### src/rtl/mips_multicycle_ctrl.sv
// Main control FSM for the multicycle MIPS datapath: sequences fetch/decode/execute
// steps, drives ALU control directly, and guards variable-latency memory with a watchdog.
module mips_multicycle_ctrl #(
  parameter int TIMEOUT = 255,
  parameter int CNT_W   = 8
) (
  input  logic       clk,
  input  logic       reset,
  input  logic [5:0] opcode,
  input  logic [5:0] funct,
  input  logic       zero,
  input  logic       mem_ready,
  output logic       mem_read,
  output logic       mem_write,
  output logic       i_or_d,
  output logic       ir_write,
  output logic       pc_en,
  output logic [1:0] pc_source,
  output logic       alu_src_a,
  output logic [1:0] alu_src_b,
  output logic [3:0] alu_ctrl,
  output logic       reg_dst,
  output logic       mem_to_reg,
  output logic       reg_write,
  output logic       instr_done,
  output logic       illegal,
  output logic       mem_err,
  output logic [3:0] state
);

  typedef enum logic [3:0] {
    FETCH    = 4'd0,
    DECODE   = 4'd1,
    MEM_ADDR = 4'd2,
    MEM_RD   = 4'd3,
    MEM_WB   = 4'd4,
    MEM_WR   = 4'd5,
    R_EXEC   = 4'd6,
    R_WB     = 4'd7,
    BRANCH   = 4'd8,
    JUMP     = 4'd9,
    I_EXEC   = 4'd10,
    I_WB     = 4'd11
  } state_t;

  localparam logic [3:0] ALU_AND = 4'b0000;
  localparam logic [3:0] ALU_OR  = 4'b0001;
  localparam logic [3:0] ALU_ADD = 4'b0010;
  localparam logic [3:0] ALU_SUB = 4'b0110;
  localparam logic [3:0] ALU_SLT = 4'b0111;

  localparam logic [5:0] OP_RTYPE = 6'h00;
  localparam logic [5:0] OP_LW    = 6'h23;
  localparam logic [5:0] OP_SW    = 6'h2B;
  localparam logic [5:0] OP_BEQ   = 6'h04;
  localparam logic [5:0] OP_J     = 6'h02;
  localparam logic [5:0] OP_ADDI  = 6'h08;

  localparam logic [CNT_W-1:0] CNT_LIMIT = CNT_W'(TIMEOUT);
  localparam logic [CNT_W-1:0] CNT_MAX   = '1;

  state_t           state_q;
  state_t           state_d;
  logic [CNT_W-1:0] wait_cnt;
  logic [5:0]       funct_q;
  logic             wait_state;
  logic             expire;
  logic             r_funct_ok;
  logic             pc_write;
  logic             pc_write_cond;

  always_comb begin
    r_funct_ok = 1'b0;
    case (funct)
      6'h20, 6'h22, 6'h24, 6'h25, 6'h2A: r_funct_ok = 1'b1;
      default:                           r_funct_ok = 1'b0;
    endcase
  end

  // The watchdog only runs in states that wait on mem_ready; a ready in the expiry cycle still wins.
  always_comb begin
    wait_state = (state_q == FETCH) || (state_q == MEM_RD) || (state_q == MEM_WR);
    expire     = (TIMEOUT != 0) && wait_state && !mem_ready && (wait_cnt == CNT_LIMIT);
  end

  always_ff @(posedge clk) begin
    if (reset) begin
      state_q  <= FETCH;
      wait_cnt <= '0;
      funct_q  <= '0;
    end else begin
      state_q <= state_d;
      if (state_q == DECODE) begin
        funct_q <= funct;
      end
      if (wait_state && !mem_ready && !expire && (state_d == state_q)) begin
        if (wait_cnt != CNT_MAX) begin
          wait_cnt <= wait_cnt + CNT_W'(1);
        end
      end else begin
        wait_cnt <= '0;
      end
    end
  end

  always_comb begin
    state_d       = state_q;
    mem_read      = 1'b0;
    mem_write     = 1'b0;
    i_or_d        = 1'b0;
    ir_write      = 1'b0;
    pc_write      = 1'b0;
    pc_write_cond = 1'b0;
    pc_source     = 2'b00;
    alu_src_a     = 1'b0;
    alu_src_b     = 2'b00;
    alu_ctrl      = ALU_AND;
    reg_dst       = 1'b0;
    mem_to_reg    = 1'b0;
    reg_write     = 1'b0;
    instr_done    = 1'b0;
    illegal       = 1'b0;
    mem_err       = 1'b0;
    pc_en         = 1'b0;
    state         = state_q;

    case (state_q)
      FETCH: begin
        mem_read  = 1'b1;
        alu_src_b = 2'b01;
        alu_ctrl  = ALU_ADD;
        if (mem_ready) begin
          ir_write = 1'b1;
          pc_write = 1'b1;
          state_d  = DECODE;
        end else if (expire) begin
          mem_err = 1'b1;
          state_d = FETCH;
        end
      end
      DECODE: begin
        alu_src_b = 2'b11;
        alu_ctrl  = ALU_ADD;
        case (opcode)
          OP_RTYPE: begin
            if (r_funct_ok) begin
              state_d = R_EXEC;
            end else begin
              illegal = 1'b1;
              state_d = FETCH;
            end
          end
          OP_LW, OP_SW: state_d = MEM_ADDR;
          OP_BEQ:       state_d = BRANCH;
          OP_J:         state_d = JUMP;
          OP_ADDI:      state_d = I_EXEC;
          default: begin
            illegal = 1'b1;
            state_d = FETCH;
          end
        endcase
      end
      MEM_ADDR: begin
        alu_src_a = 1'b1;
        alu_src_b = 2'b10;
        alu_ctrl  = ALU_ADD;
        if (opcode == OP_LW) begin
          state_d = MEM_RD;
        end else if (opcode == OP_SW) begin
          state_d = MEM_WR;
        end else begin
          state_d = FETCH;
        end
      end
      MEM_RD: begin
        mem_read = 1'b1;
        i_or_d   = 1'b1;
        if (mem_ready) begin
          state_d = MEM_WB;
        end else if (expire) begin
          mem_err = 1'b1;
          state_d = FETCH;
        end
      end
      // The write strobe is held while waiting and dropped only in an expiry cycle.
      MEM_WR: begin
        i_or_d    = 1'b1;
        mem_write = !expire;
        if (mem_ready) begin
          instr_done = 1'b1;
          state_d    = FETCH;
        end else if (expire) begin
          mem_err = 1'b1;
          state_d = FETCH;
        end
      end
      MEM_WB: begin
        reg_write  = 1'b1;
        mem_to_reg = 1'b1;
        instr_done = 1'b1;
        state_d    = FETCH;
      end
      R_EXEC: begin
        alu_src_a = 1'b1;
        case (funct_q)
          6'h20:   alu_ctrl = ALU_ADD;
          6'h22:   alu_ctrl = ALU_SUB;
          6'h24:   alu_ctrl = ALU_AND;
          6'h25:   alu_ctrl = ALU_OR;
          6'h2A:   alu_ctrl = ALU_SLT;
          default: alu_ctrl = ALU_AND;
        endcase
        state_d = R_WB;
      end
      R_WB: begin
        reg_write  = 1'b1;
        reg_dst    = 1'b1;
        instr_done = 1'b1;
        state_d    = FETCH;
      end
      BRANCH: begin
        alu_src_a     = 1'b1;
        alu_ctrl      = ALU_SUB;
        pc_write_cond = 1'b1;
        pc_source     = 2'b01;
        instr_done    = 1'b1;
        state_d       = FETCH;
      end
      JUMP: begin
        pc_write   = 1'b1;
        pc_source  = 2'b10;
        instr_done = 1'b1;
        state_d    = FETCH;
      end
      I_EXEC: begin
        alu_src_a = 1'b1;
        alu_src_b = 2'b10;
        alu_ctrl  = ALU_ADD;
        state_d   = I_WB;
      end
      I_WB: begin
        reg_write  = 1'b1;
        instr_done = 1'b1;
        state_d    = FETCH;
      end
      default: state_d = FETCH;
    endcase

    pc_en = pc_write | (pc_write_cond & zero);

    // Reset silences every strobe in the same cycle so a half-finished instruction commits nothing.
    if (reset) begin
      mem_read   = 1'b0;
      mem_write  = 1'b0;
      i_or_d     = 1'b0;
      ir_write   = 1'b0;
      pc_en      = 1'b0;
      pc_source  = 2'b00;
      alu_src_a  = 1'b0;
      alu_src_b  = 2'b00;
      alu_ctrl   = 4'b0000;
      reg_dst    = 1'b0;
      mem_to_reg = 1'b0;
      reg_write  = 1'b0;
      instr_done = 1'b0;
      illegal    = 1'b0;
      mem_err    = 1'b0;
      state      = 4'd0;
    end
  end

endmodule
### config.mk
export PLATFORM = sky130hd
export DESIGN_NAME = mips_multicycle_ctrl
export DESIGN_NICKNAME = d
export VERILOG_FILES = /design/src/rtl/mips_multicycle_ctrl.sv
export SDC_FILE = /design/constraint.sdc
export NUM_CORES = 1
export LEC_CHECK = 0
export ABC_AREA = 1
export CAP_MARGIN = 30
export CORE_UTILIZATION = 50
export CTS_CLUSTER_DIAMETER = 120
export DETAILED_ROUTE_END_ITERATION = 8
export GPL_TIMING_DRIVEN = 0
export PLACE_DENSITY = 0.89
export SYNTH_ARGS = -nofsm -noshare
export SYNTH_HDL_FRONTEND = slang
export SYNTH_SLANG_ARGS = --single-unit
### constraint.sdc
create_clock -name clk -period 3.07 [get_ports clk]
set_input_delay 0.921 -clock clk [delete_from_list [all_inputs] [get_ports clk]]
set_output_delay 0.921 -clock clk [all_outputs]
set_load 0.05 [all_outputs]
* After elaboration in Yosys (flattened, before gate mapping)
Cells that the tools add are included. Widths: inputs -> output; s select.
Storage, ports and cells: bits in registers 18, word-level logic and storage cells 105
Cells by class: add/subtract/negate cells 1, equality and inequality tests 28, mux-type cells 48, bitwise operators 3, reduce and logical (&&, ||, !) cells 22
Operator list (number):
- $eq 6x6->1 const B | 11
- $mux 1 | 28
- $pmux 4 s7 | 1
- $mux 4 | 6
- $pmux 4 s5 | 1
- $eq 4x3->1 const B | 4
- $eq 4x4->1 const B | 4
- $reduce_or 5->1 | 3
- $pmux 3 s4 | 1
- $reduce_or 2->1 | 5
- $mux 3 | 3
- $pmux 3 s3 | 1
- $add 8x1->8 const B | 1
- $eq 4x2->1 const B | 2
- $eq 8x8->1 const B | 1
- $ne 8x8->1 const B | 1
- $reduce_or 4->1 | 2
- $eq 6x2->1 const B | 1
- $eq 6x3->1 const B | 1
- $eq 6x4->1 const B | 1
- $logic_not 6->1 | 1
- $pmux 1 s2 | 3
- $pmux 2 s3 | 1
- $reduce_or 3->1 | 2
- 11 further kinds | 17

* Logic depth before layout (Yosys ltp)
Gate-level depths: netlist (run 1).
depth in word-level cells 12, depth in mapped cells 8, depth with buffers taken out 8

* Least setup slack after synthesis (run 1)
OpenSTA, ideal clock, no wires.
path kind input port to output port, from in reset, to out mem_write, data arrival time 2.284 ns, required time 2.149 ns, slack -0.135 ns, cell stages on the path 2, buffers on the path 1, cell sequence buf_2 -> a211oi_1
On the way: longest elaborated chain between the ends 1
RTL lines:
- from (decl) | line 8 | input logic reset,
- $mux 1 | line 252 | if (reset) begin
- to (decl) | line 14 | output logic mem_write,
Every way passes these cells.

* Worst setup path in the final report (run 1)
from in opcode[3], to out illegal
On the way: longest elaborated chain between the ends 5, elaborated cells between the ends (all ways) 10
RTL lines:
- from (decl) | line 9 | input logic [5:0] opcode,
- $eq 6x6->1 (tied with other cells) | line 144 | case (opcode)
- $reduce_or 5->1 (no source line)
- $pmux 1 s2 * | line 144
- $mux 1 * | line 127 | case (state_q)
- $mux 1 * | line 252
- to (decl) | line 26 | output logic illegal,
Mark *: on every way between the ends. The rest lies on a longest branch, timed or not.

==> flow_summary.ini, run 1 <==
[run_status]
status = completed

[power]
switching_share_pct = 31.25
p_int_uw = 357.1
power.density_mw_per_mm2 = 287.1
cellLeakagePower_uw = 0.0009081
power_uw = 519.4
combinationalPowerShare_pct = 23.4
ir_drop_v = 0.0002513
clkPwrFrac_pct = 29.0
seq_power_share_pct = 47.6
switching_power_uw = 162.3

[setup_path]
crit_chain = clkdlybuf4s50_1 > inv_1 > nand2_2 > nor2_1 > nand2_1 > nand3_2 > nor3_2 > buf_6
crit_fanout = 3
max_stage_delay_ps = 450
slowest_stage = clkdlybuf4s50_1
rr_worst_depth = 8
required_ps = 2150
worst_setup_path_end_kind = output port
crit_path_start_kind = input port
crit_type = in -> out
cp.arrival_ps = 2130

[synthesis]
synthTopCellsByArea = dfxtp_1 27%, nor2_1 12%, nand2_1 11%
synth.distinct_cells = 35
ys_seq_area_share_pct = 26.77
ys_warn_count = 0
yosysTopAreaCellShare_pct = 26.77
ys.flop_type = dfxtp_1
synth_area_sq_mm = 0.001346
avgSynthCellArea_sq_um = 6.064
synth_top_area_cell = dfxtp_1
syn_inst = 222
synth_common_cells = 44 x nor2_1, 39 x nand2_1, 27 x inv_1
syn-num-nets = 239
synth_edf_count = 0
ys_ff_latch = 18
yosysMostFrequentCell = nor2_1
async_flop_share_pct = 0

[floorplanning]
initial_core_util_pct = 53.85
die_w_um = 53.89
ioPinCount = 40
die-area_sq_mm = 0.002904
die_y_um = 53.89
rows = 18
coreArea_sq_mm = 0.002500

[timing]
hold_viol = 0
fmax_mhz = 327.5
setup_tns_ps = 0
finalMaxSlewViolations = 0
report.final.setup_viol = 0
rsz0062_at_grt = yes
fin_skew_ps = 5.132
period_needed_ps = 3054
fin_crit_sh_pct = 99.47

[global_routing]
grt_max_degree = 11
grt_pass1_vias = 1339
overflow = 0
grt_pass1_wl_um = 5471
grtUsageTotal_pct = 25.78
antenna_found_initial = 0

[detailed_routing]
vias = 1537
via_per_inst = 5.246
ant_nets = 0
drt_first_pass_iters = 4
routed_wl_um = 3436
avgRoutedWirePerCell_um = 11.73
dr.first_iter.drc_count = 58
drc = 0

[cells_and_area]
nNetsFinal = 281
final_cells = 293
drive_gt1_share_pct = 20.15
diodes = 0
synthToLayoutAreaGrowth_pct = 34.39

[min_path]
hold_path_class = reg -> reg
holdPathStages = 1

[clock_network]
clkSinkCount = 18
htree_levels = 1
clockRootBuffer = clkbuf_4
cts_buffers = 3
post_cts_buffers = 0
cts_tree = built
clk_pin_slew_ps = 110
worstSkewPairLatency_ps = 300
cts.path.max_buffers = 2

[placed_design]
place_congestion = 0.8870
dp.cells = 289
dp_hpwl_um = 2625
numPortBuffers = 37

[run]
cap_viol_max_count = 0
## cell type report
type | count | area, sq um
fillers | 213 | 690.7
multi-input cells | 165 | 868.3
clock buffers | 4 | 36.28
repair buffers | 37 | 345.3
inverters | 34 | 128.9
well taps | 30 | 37.54
plain buffers | 5 | 32.53
flip-flops and latches | 18 | 360.3
## metal layers
layer  global-route usage [%]  wire length [um]
met5                        0                 0
met3                    3.672               208
met1                    32.54              1550
met4                    10.09                48
met2                    43.62              1628
## layout by cell type, fill, tap and decap left out, drive strengths merged
master	count
a211oi	1
a21oi	16
a22oi	1
a31oi	1
buf	8
clkbuf	8
clkdlybuf4s15	1
clkdlybuf4s50	10
clkinv	2
conb	1
dfxtp	18
dlygate4sd2	14
dlymetal6s2s	5
ha	1
inv	32
nand2	47
nand3	18
nand4	6
nor2	50
nor3	5
nor4	2
o21ai	12
or2	1
xnor2	2
xor2	1
## registers in the layout, indices dropped and copies added, names as in the netlist
name,count
state_q,4
wait_cnt,8
funct_q,6
## power groups by stage
stage               clock (uW)  combinational [uW]  sequential, uW
floorplan                    0                78.0             251
global placement             0                 120             252
detailed placement           0                 121             252
CTS                        150                 119             247
global route               161                 132             248
finish                     151                 122             247
## through the flow
| step | util [%] | cell area, sq um | setup WS (ps) | hold WS (ps) |
|---|---|---|---|---|
| 4_1_cts | 71.27 | 1782 | -64.44 | 483.1 |
| 3_5_place_dp | 70.97 | 1774 | -667.5 | 460.3 |
| 6_report | 72.37 | 1809 | 16.18 | 481.0 |
| 2_1_floorplan | - | 1366 | 24.44 | 441.9 |
| 3_3_place_gp | 70.97 | 1774 | -641.0 | 461.1 |
| 5_1_grt | 72.37 | 1809 | -48.65 | 522.0 |
## critical path, delay by kind of cell
family / cells / cell delay (ps)
buf+inv: 3 / 690
simple gates: 5 / 510
## kinds of logic after synthesis
kind of cell	synth area share, %
AOI/OAI and AO/OA	11.99
buffers and inverters	11.89
other	0.2785
DFF	26.77
xor gates and xnor gates	1.952
adders and majority gates	0.9292
and+or+nand+nor	46.19
## worst paths after layout
check	to	start	slack, ps
worst min register to register	wait_cnt[0]$_SDFFE_PP0P_	wait_cnt[0]$_SDFFE_PP0P_	480
worst max-delay path	illegal	opcode[3]	20
worst max register to register	state_q[1]$_SDFF_PP0_	wait_cnt[0]$_SDFFE_PP0P_	1580
worst min-delay path	wait_cnt[0]$_SDFFE_PP0P_	wait_cnt[0]$_SDFFE_PP0P_	480
## repair_timing
action,4_1_cts,5_1_grt
resized for setup,47,23
setup endpoints to repair,22,7
pin swaps,0,2
hold buffers,0,0
(Power assumes the default switching activity.)
==> run 2: changes to the inputs <==
DONT_BUFFER_PORTS = 1   (was default)
PLACE_DENSITY = 0.7   (was 0.89)
SLEW_MARGIN = 15   (was default)
==> run 2 against run 1 <==
  * Flip-flop and latch count is the same
  * Hold slack gained 3.1 ps
  * Clock skew shrank 2.0 ps
  * First-iteration DRC count shrank 48%
  * Clock power shrank 5%
  * Register-to-register slack gained 20 ps
  * Final area shrank 18%
  * Critical path type unchanged
  * Largest cell class unchanged
==> flow_summary.ini, run 2 (synthesis results as in run 1) <==
[run_status]
status = completed

[cells_and_area]
synthToLayoutAreaGrowth_pct = 10.04
layout_common_cells = 42 x nor2_1, 39 x nand2_1, 27 x inv_1
finish.instance_area_sq_mm = 0.001481
fill_cells = 250
final_common_cell = nor2_1
regMostFlops = wait_cnt
final_cells = 258
nNetsFinal = 246
diodes = 0
largest_reg_flops = 8
reg_top3 = wait_cnt x8, funct_q x6, state_q x4
drive_gt1_share_pct = 19.30

[timing]
tightestPinTransition_ps = 957.0
postLayoutSetupSlackWorst_ps = 77.71
slew_headroom_pct = 35.78
hold_viol = 0
fmax_mhz = 334.2
report.final.setup_viol = 0
setup_tns_ps = 0
fin_crit_sh_pct = 97.47
period_needed_ps = 2992
rsz0062_at_grt = yes
fin_skew_ps = 3.153
finalMaxSlewViolations = 0
holdWs_ps = 484.1

[clock_network]
clkSinkCount = 18
cts_tree = built
cts.path.max_buffers = 2
htree_levels = 1
post_cts_buffers = 0
worstSkewPairLatency_ps = 290
clockRootBuffer = clkbuf_4
clk_pin_slew_ps = 100
cts_buffers = 3
hold_buffers = 0

[floorplanning]
die_y_um = 53.89
coreArea_sq_mm = 0.002500
ioPinCount = 40
die_w_um = 53.89
die-area_sq_mm = 0.002904
initial_core_util_pct = 53.85
rows = 18

[detailed_routing]
vias = 1394
drc = 0
avgRoutedWirePerCell_um = 12.40
via_per_inst = 5.403
routed_wl_um = 3199
ant_nets = 0
dr.first_iter.drc_count = 30
drt_first_pass_iters = 4

[min_path]
hold_path_class = reg -> reg

[placed_design]
numPortBuffers = 0
placed_area_sq_mm = 0.001419
dp_hpwl_um = 2577
pre_cts_slack_ps = -85.14
place_congestion = 0.8367
dp.cells = 254

[global_routing]
grtUsageTotal_pct = 23.19
grt_pass1_vias = 1206
antenna_found_initial = 0
grt_pass1_wl_um = 4933
overflow = 0
grt_max_degree = 11

[setup_path]
crit_path_start_kind = input port
crit_fanout = 10
cp.arrival_ps = 2070
worst_setup_path_end_kind = output port
crit_type = in -> out
required_ps = 2150

[power]
power.density_mw_per_mm2 = 327.2
ir_drop_v = 0.0002323
cellLeakagePower_uw = 0.0006618

[run]
cap_viol_max_count = 0
## run 2: worst paths after layout
| kind | from | end | slack, ps | depth (start not counted) |
|---|---|---|---|---|
| min reg2reg | wait_cnt[0]$_SDFFE_PP0P_ | wait_cnt[0]$_SDFFE_PP0P_ | 480 | 1 |
| max | reset | mem_to_reg | 80 | 3 |
| max reg2reg | wait_cnt[0]$_SDFFE_PP0P_ | state_q[1]$_SDFF_PP0_ | 1600 | 8 |
| min | wait_cnt[0]$_SDFFE_PP0P_ | wait_cnt[0]$_SDFFE_PP0P_ | 480 | 1 |
## run 2: repair_timing
item | 4_1_cts | 5_1_grt
endpoints found under the hold margin | 0 | 0
resized for setup | 2 | 5
endpoints found under the setup margin | 4 | 6
## run 2: metrics by stage
step | utilization [%] | power, uW
detailed placement | 56.76 | 345.1
global placement | 56.16 | 339.9
global route | 59.26 | 516.1
CTS | 58.51 | 491.5
floorplan | - | 329.1
finish | 59.26 | 484.7
## run 2: metal layers
metal | up-vias | share of wire, % | GRT usage, %
met2 | 36 | 51 | 43.83
met1 | 638 | 43 | 25.90
met5 | - | 0 | 0
li1 | 716 | - | -
met3 | 4 | 5.1 | 3.672
met4 | 0 | 0.78 | 7.456
## run 2: area by class of cell
class                      instances  area [sq um]  share of cell area, %
multi-input combinational        165         872.1                  58.87
sequential                        18         360.3                  24.32
inverter                          34         128.9                  8.699
tap                               30         37.54                  2.534
clock buffer                       4         36.28                  2.449
buffer                             5         31.28                  2.111
timing repair buffer               2         15.01                  1.014
## run 2: worst max-delay path: stages
cell	delay [ps]
buf_2	180
buf_1	230
nor2_1	730
## run 2: power by group
group          switching [uW]  leakage, uW  internal [uW]
logic                    70.9     0.000494           23.9
registers                5.69     0.000146            241
clock network            70.6    0.0000210           72.3
total                     147     0.000662            337
==> run 3: changes to the inputs <==
CAP_MARGIN = default   (was 30)
PLACE_DENSITY = default   (was 0.7)
==> run 3 against run 2 <==
  * The flow now finishes with violations (setup timing)
  * Utilization shrank 0.80 points
  * Clock power barely moved
  * Critical path depth stayed put
  * Largest power group unchanged
==> flow_summary.ini, run 3 (synthesis results as in run 1) <==
[setup_path]
max_stage_delay_ps = 880
crit_chain = buf_2 > clkbuf_1 > a21oi_1
cp.arrival_ps = 2250
worstReg2RegStart = wait_cnt[0]$_SDFFE_PP0P_
required_ps = 2150
crit_type = in -> out
worst_setup_path_end_kind = output port
crit_fanout = 10
rr_worst_depth = 8
slowest_stage = a21oi_1
crit_start = reset
reg2reg_to = state_q[1]$_SDFF_PP0_
crit_path_start_kind = input port
regToRegSetupSlack_ps = 1610

[cells_and_area]
regMostFlops = wait_cnt
layout_common_cells = 42 x nor2_1, 39 x nand2_1, 27 x inv_1
synthToLayoutAreaGrowth_pct = 8.550
drive_gt1_share_pct = 17.70
reg_top3 = wait_cnt x8, funct_q x6, state_q x4
nNetsFinal = 244
final_cells = 256
diodes = 0
largest_reg_flops = 8
fill_cells = 271
final_common_cell = nor2_1

[timing]
holdWs_ps = 484.1
report.final.setup_viol = 4
slew_headroom_pct = 29.30
setup_tns_ps = -343.4
fmax_mhz = 315.7
finalMaxSlewViolations = 0
period_needed_ps = 3167
fin_crit_sh_pct = 103.2
hold_viol = 0
tightestPinTransition_ps = 1064
postLayoutSetupSlackWorst_ps = -97.32
rsz0062_at_grt = yes
fin_skew_ps = 1.272

[power]
ir_drop_v = 0.0002655
cellLeakagePower_uw = 0.0006517
power_uw = 479.2
power.density_mw_per_mm2 = 327.9
p_int_uw = 335.2
combinationalPowerShare_pct = 19.2
seq_power_share_pct = 51.5
switching_power_uw = 144.0
clkPwrFrac_pct = 29.3
switching_share_pct = 30.05

[detailed_routing]
avgRoutedWirePerCell_um = 12.02
routed_wl_um = 3076
drc = 0
vias = 1357
dr.first_iter.drc_count = 23
ant_nets = 0
drt_first_pass_iters = 4
via_per_inst = 5.301

[min_path]
hold_path_class = reg -> reg
hp-start = wait_cnt[0]$_SDFFE_PP0P_
holdPathStages = 1
hold_end = wait_cnt[0]$_SDFFE_PP0P_

[floorplanning]
die_y_um = 53.89
ioPinCount = 40
coreArea_sq_mm = 0.002500
initial_core_util_pct = 53.85
die-area_sq_mm = 0.002904
die_w_um = 53.89
rows = 18

[clock_network]
clkSinkCount = 18
cts_tree = built
worstSkewPairLatency_ps = 280
htree_levels = 1
clockRootBuffer = clkbuf_4
cts_buffers = 3
cts.path.max_buffers = 2
clk_pin_slew_ps = 100

[global_routing]
grt_pass1_vias = 1211
overflow = 0
grt_pass1_wl_um = 4981
grt_max_degree = 11
grtUsageTotal_pct = 23.36
antenna_found_initial = 0

[placed_design]
dp.cells = 252
place_congestion = 0.7937
pre_cts_slack_ps = -109.8
numPortBuffers = 0
dp_hpwl_um = 2528

[run_status]
status = finished, violations left
violations = setup timing

[run]
cap_viol_max_count = 0
run 3: changes by cell type in the layout (fill, tap and decap cells not counted), sizes merged:
cell  previous run  this run
buf              6         4
run 3: cell type report:
type | instances | area (sq um) | share of cell area [%]
flip-flops and latches | 18 | 360.3 | 24.66
clock buffers | 4 | 36.28 | 2.483
inverters | 34 | 128.9 | 8.819
plain buffers | 5 | 31.28 | 2.140
multi-input cells | 165 | 867.1 | 59.33
well taps | 30 | 37.54 | 2.568
run 3: metrics by stage:
| stage | area [sq um] | util (%) |
|---|---|---|
| final | 1461 | 58.46 |
| after global routing | 1461 | 58.46 |
| after CTS | 1450 | 58.01 |
| after detailed placement | 1404 | 56.16 |
| after global placement | 1404 | 56.16 |
| after floorplan | 1366 | - |
run 3: worst max-delay path by stage:
stage | endpoint
floorplan | pc_en
global placement | pc_en
detailed placement | pc_en
CTS | alu_ctrl[1]
global route | alu_ctrl[1]
finish | alu_ctrl[1]
run 3: power by group through the flow:
stage	logic, uW	registers [uW]	clock network, uW
6_report	91.8	247	140
5_1_grt	103	248	155
4_1_cts	91.1	247	146
3_5_place_dp	90.1	252	0
3_3_place_gp	88.3	252	0
2_1_floorplan	78.0	251	0
run 3: per-layer routing:
metal  part of all wire (%)  GRT usage (%)  vias up  wire length [um]
met4                   0.39          3.947        0                12
met1                     45          28.06      613              1391
met5                      0              0        -                 0
met3                    4.1          2.825        2               127
li1                       -              -      713                 -
met2                     50          44.03       29              1544
run 3: repair_timing:
action | 4_1_cts | 5_1_grt
hold buffers | 0 | 0
endpoints found under the setup margin | 6 | 8
resized for setup | 2 | 3
setup buffers | 0 | 0
pin swaps | 0 | 0
run 3: critical path, delay by kind of cell:
family | cells | cell delay, ps
AOI/OAI and AO/OA | 1 | 880
buffers and inverters | 2 | 440
